==> src/rtl/pair_serial_tx.sv <==
// Serial frame transmitter: {a, b} word -> start bit, DATA_W data bits LSB first, stop bit(s).
// Latency: start bit on out the cycle after acceptance; frame is (1+DATA_W+STOP_BITS)*CLKS_PER_BIT cycles.
// Backpressure: in_ready is high only in IDLE; in_valid at any other time is ignored and the source holds.
module pair_serial_tx #(
    parameter int DATA_W       = 4,
    parameter int CLKS_PER_BIT = 4,
    parameter int STOP_BITS    = 1
) (
    input  logic                  clk,
    input  logic                  rst,
    input  logic [DATA_W/2-1:0]   a,
    input  logic [DATA_W/2-1:0]   b,
    input  logic                  in_valid,
    output logic                  in_ready,
    output logic                  out,
    output logic                  busy,
    output logic                  done
);

    localparam int CW = $clog2(CLKS_PER_BIT * 2);
    localparam int BW = $clog2(DATA_W + 1);
    localparam logic [CW-1:0] BIT_LAST  = CW'(CLKS_PER_BIT - 1);
    localparam logic [CW-1:0] STOP_LAST = CW'(STOP_BITS * CLKS_PER_BIT - 1);
    localparam logic [BW-1:0] DATA_LAST = BW'(DATA_W - 1);

    typedef enum logic [1:0] {
        IDLE  = 2'd0,
        START = 2'd1,
        DATA  = 2'd2,
        STOP  = 2'd3
    } state_t;

    state_t            state, state_nxt;
    logic [CW-1:0]     cyc_cnt, cyc_nxt;
    logic [BW-1:0]     bit_cnt, bit_nxt;
    logic [DATA_W-1:0] shift_reg, shift_nxt;
    logic              out_nxt, busy_nxt, done_nxt;

    // Gated by rst so a word presented during reset is never accepted.
    assign in_ready = (state == IDLE) && !rst;

    always_ff @(posedge clk) begin
        if (rst) begin
            state     <= IDLE;
            cyc_cnt   <= '0;
            bit_cnt   <= '0;
            shift_reg <= '0;
            out       <= 1'b1;
            busy      <= 1'b0;
            done      <= 1'b0;
        end else begin
            state     <= state_nxt;
            cyc_cnt   <= cyc_nxt;
            bit_cnt   <= bit_nxt;
            shift_reg <= shift_nxt;
            out       <= out_nxt;
            busy      <= busy_nxt;
            done      <= done_nxt;
        end
    end

    always_comb begin
        state_nxt = state;
        cyc_nxt   = cyc_cnt;
        bit_nxt   = bit_cnt;
        shift_nxt = shift_reg;

        case (state)
            IDLE: begin
                cyc_nxt = '0;
                bit_nxt = '0;
                if (in_valid) begin
                    state_nxt = START;
                    shift_nxt = {a, b};
                end
            end
            START: begin
                if (cyc_cnt == BIT_LAST) begin
                    cyc_nxt   = '0;
                    state_nxt = DATA;
                end else begin
                    cyc_nxt = cyc_cnt + CW'(1);
                end
            end
            DATA: begin
                if (cyc_cnt == BIT_LAST) begin
                    cyc_nxt   = '0;
                    shift_nxt = shift_reg >> 1;
                    if (bit_cnt == DATA_LAST) begin
                        bit_nxt   = '0;
                        state_nxt = STOP;
                    end else begin
                        bit_nxt = bit_cnt + BW'(1);
                    end
                end else begin
                    cyc_nxt = cyc_cnt + CW'(1);
                end
            end
            STOP: begin
                if (cyc_cnt == STOP_LAST) begin
                    cyc_nxt   = '0;
                    state_nxt = IDLE;
                end else begin
                    cyc_nxt = cyc_cnt + CW'(1);
                end
            end
            default: begin
                state_nxt = IDLE;
                cyc_nxt   = '0;
                bit_nxt   = '0;
            end
        endcase
    end

    // Outputs are registered, so they are derived from the state being entered.
    always_comb begin
        out_nxt  = 1'b1;
        busy_nxt = (state_nxt != IDLE);
        done_nxt = 1'b0;
        case (state_nxt)
            START:   out_nxt = 1'b0;
            DATA:    out_nxt = shift_nxt[0];
            STOP:    done_nxt = (cyc_nxt == STOP_LAST);
            default: out_nxt = 1'b1;
        endcase
    end

endmodule

==> config.mk <==
export PLATFORM = sky130hd
export DESIGN_NAME = pair_serial_tx
export DESIGN_NICKNAME = d
export VERILOG_FILES = /design/src/rtl/pair_serial_tx.sv
export SDC_FILE = /design/constraint.sdc
export NUM_CORES = 1
export LEC_CHECK = 0
export CORE_UTILIZATION = 50
export DETAILED_ROUTE_END_ITERATION = 8
export PLACE_DENSITY = 0.75
export REMOVE_ABC_BUFFERS = 1
export SLEW_MARGIN = 20
export SYNTH_ARGS = -nofsm -noshare
export SYNTH_HDL_FRONTEND = slang
export SYNTH_SLANG_ARGS = --single-unit
==> constraint.sdc <==
create_clock -name clk -period 4.73 [get_ports clk]
set_clock_uncertainty 0.1 [all_clocks]
set_input_delay 0.7095 -clock clk [delete_from_list [all_inputs] [get_ports clk]]
set_output_delay 0.7095 -clock clk [all_outputs]
set_load 0.1 [all_outputs]
==> impl_metrics.json <==
{
  "switching_share_pct": 29.2,
  "p_total_uw": 254,
  "hp-start": "shift_reg[1]",
  "drt_iter0_drc": 9,
  "worstHoldPathType": "reg -> reg",
  "path_cells": "clkdlybuf4s50_1, nor3_1, buf_4",
  "fmax_mhz": 360,
  "initial_core_util_pct": 54.7,
  "overflow": 0,
  "pin_count": 11,
  "grt_max_degree": 16,
  "maxSlewViolCount": 0,
  "via_per_inst": 5.51,
  "async_reset_ff_share_pct": 0,
  "synth.ff_latch_count": 15,
  "path_clk_slew_ns": 0.09,
  "yosys.area.top_type": "dfxtp_1",
  "place_hpwl_um": 891,
  "yosysWarningCount": 0,
  "clk_path_buf_depth": 2,
  "critPathLaunchType": "primary input",
  "die_area_um2": 1600,
  "buffer_ports.inserted": 10,
  "die_w_um": 40.0,
  "finalCritPeriodShare_pct": 58.8,
  "crit_arrival_ns": 1.97,
  "hold_buffers": 0,
  "post_cts_buffers": 0,
  "yosysSeqAreaShare_pct": 41.7,
  "grtUsageTotal_pct": 19.7,
  "synth_area_leaders": "dfxtp_1, a22oi_1, nor4b_2",
  "clk_latency_ns": 0.28,
  "power.switching_uw": 74.1,
  "cts_tree": "built",
  "largest_register_ffs": 4,
  "wirelength_mm": 1.24,
  "synth_top_area_share_pct": 41.7,
  "finalSetupViolations": 0,
  "cpLargestDelayFamily": "buffers and inverters",
  "vias": 540,
  "slew_headroom_pct": 36.0,
  "p_seq_share_pct": 54.1,
  "period_minus_slack_ns": 2.78,
  "cts_buffers": 3,
  "powerDensity_nw_per_um2": 302,
  "ys_types": 29,
  "worstSetupPathType": "in -> out",
  "worst-r2r-cell-count": 4,
  "grt_pass1_vias": 492,
  "n_fill_cell": 106,
  "ant_nets": 0,
  "grt_first_pass_wirelength_mm": 2.09,
  "cts_root_buf": "clkbuf_4",
  "yosys-top-cells-count": "dfxtp_1, nand2_1, nor2_1",
  "met2_length_um": 555,
  "whs_endpoint": "shift_reg[1]",
  "drive_gt1_share_pct": 14.5,
  "htreeDepth": 1,
  "antenna_cells": 0,
  "critical-path-max-stage-delay_ns": 0.68,
  "synthesis.area_um2": 721,
  "rows": 13,
  "dr.pass1.iters": 2,
  "r2r_slack_ns": 2.94,
  "syn-instance-count": 72,
  "fin_tns_setup_ns": 0,
  "place_congestion": 0.722,
  "p_leak_uw": 0.000311,
  "clockPowerShare_pct": 29.3,
  "wl_met3_um": 28,
  "p_int_uw": 180,
  "slowest_stage": "clkdlybuf4s50_1",
  "synth_edf_count": 0,
  "area_delta_synth_final_pct": 16.7,
  "cp.required_ns": 3.92,
  "reg2reg_from": "state[0]",
  "r2r-end": "out",
  "avgSynthCellArea_um2": 10.0,
  "synth_flop_cell": "dfxtp_1",
  "cp-end-kind": "output port",
  "clock-sinks": 15,
  "synth.most_common_cell": "dfxtp_1",
  "hold_viol_final": 0,
  "cts_resized": 0,
  "drc_errors": 0,
  "area.sequential_um2": 300,
  "worst-path-buf-inv": 2,
  "hold_depth": 2,
  "wl_met1_um": 627,
  "highest_layer": "met4",
  "multi_input_area_um2": 390,
  "coreArea_um2": 1320,
  "maxCapViolCount": 0,
  "antenna_found_initial": 0,
  "combPwrFrac_pct": 16.7,
  "critPathMaxFanout": 15,
  "outcome": "finished clean",
  "ir_drop_uv": 156,
  "worst_pin_slew_ns": 0.957,
  "final_nets": 93,
  "die_y_um": 40.0,
  "rsz0062_at_grt": "no",
  "wl_per_cell_um": 12.6
}
## worst reg2reg max path: cells and delay by family (launching register included)
kind | cells | cell delay (ns)
and+or+nand+nor | 1 | 0.30
DFF | 1 | 0.66
AOI/OAI and AO/OA | 3 | 0.63
## layout make-up
type                            count  share of cell area [%]
Timing Repair Buffer               10                    11.6
Inverter                            2                   0.893
Multi-Input combinational cell     52                    46.4
Tap cell                           15                    2.23
Clock buffer                        4                    3.13
Sequential cell                    15                    35.7
## stage by stage
step / cells / utilization [%] / setup WS, ns / area [um^2] / hold slack [ns]
after floorplan: 69 / - / 1.18 / 698 / 0.326
after global placement: 94 / 61.8 / 1.97 / 815 / 0.343
after detailed placement: 94 / 61.8 / 1.97 / 815 / 0.349
after CTS: 98 / 63.8 / 1.96 / 841 / 0.361
after global routing: 98 / 63.8 / 1.86 / 841 / 0.385
final: 98 / 63.8 / 1.95 / 841 / 0.357
## power by group through the flow
stage,Clock [uW],Sequential [uW],Combinational (uW)
after CTS,75.0,137,42.4
after floorplan,0,150,19.0
final,74.3,137,42.3
after global routing,80.7,138,45.8
after global placement,0,140,42.0
after detailed placement,0,140,42.3
## placed cells by master, fill, tap and decap left out, types with 3 or more instances in the layout
master	n
a21oi_1	4
a22oi_1	4
clkbuf_4	3
clkdlybuf4s50_1	9
dfxtp_1	15
nand2_1	6
nor2_1	6
nor2b_1	3
nor3_1	4
## per-layer routing
layer,vias up,global-route usage [%]
li1,284,-
met1,244,25.9
met2,8,30.6
met3,4,3.33
met4,0,10.3
met5,-,0
## how the worst max path moves through the flow
| stage | startpoint | endpoint | slack (ns) | cells past startpoint |
|---|---|---|---|---|
| final | rst | in_ready | 1.95 | 3 |
| after global routing | rst | in_ready | 1.86 | 3 |
| after CTS | rst | in_ready | 1.96 | 3 |
| after detailed placement | rst | in_ready | 1.97 | 3 |
| after global placement | rst | in_ready | 1.97 | 3 |
| after floorplan | rst | in_ready | 1.18 | 1 |
## kinds of logic (layout without fill, tap and decap cells)
family | Yosys count | count (layout) | synth area share (%)
buffers and inverters | 5 | 16 | 4.17
xor gates and xnor gates | 2 | 2 | 2.43
AOI/OAI and AO/OA | 15 | 15 | 18.6
adders and majority gates | 2 | 2 | 3.47
and+or+nand+nor | 33 | 33 | 29.7
DFF | 15 | 15 | 41.7
No activity file was read; power rests on OpenSTA's default activity.
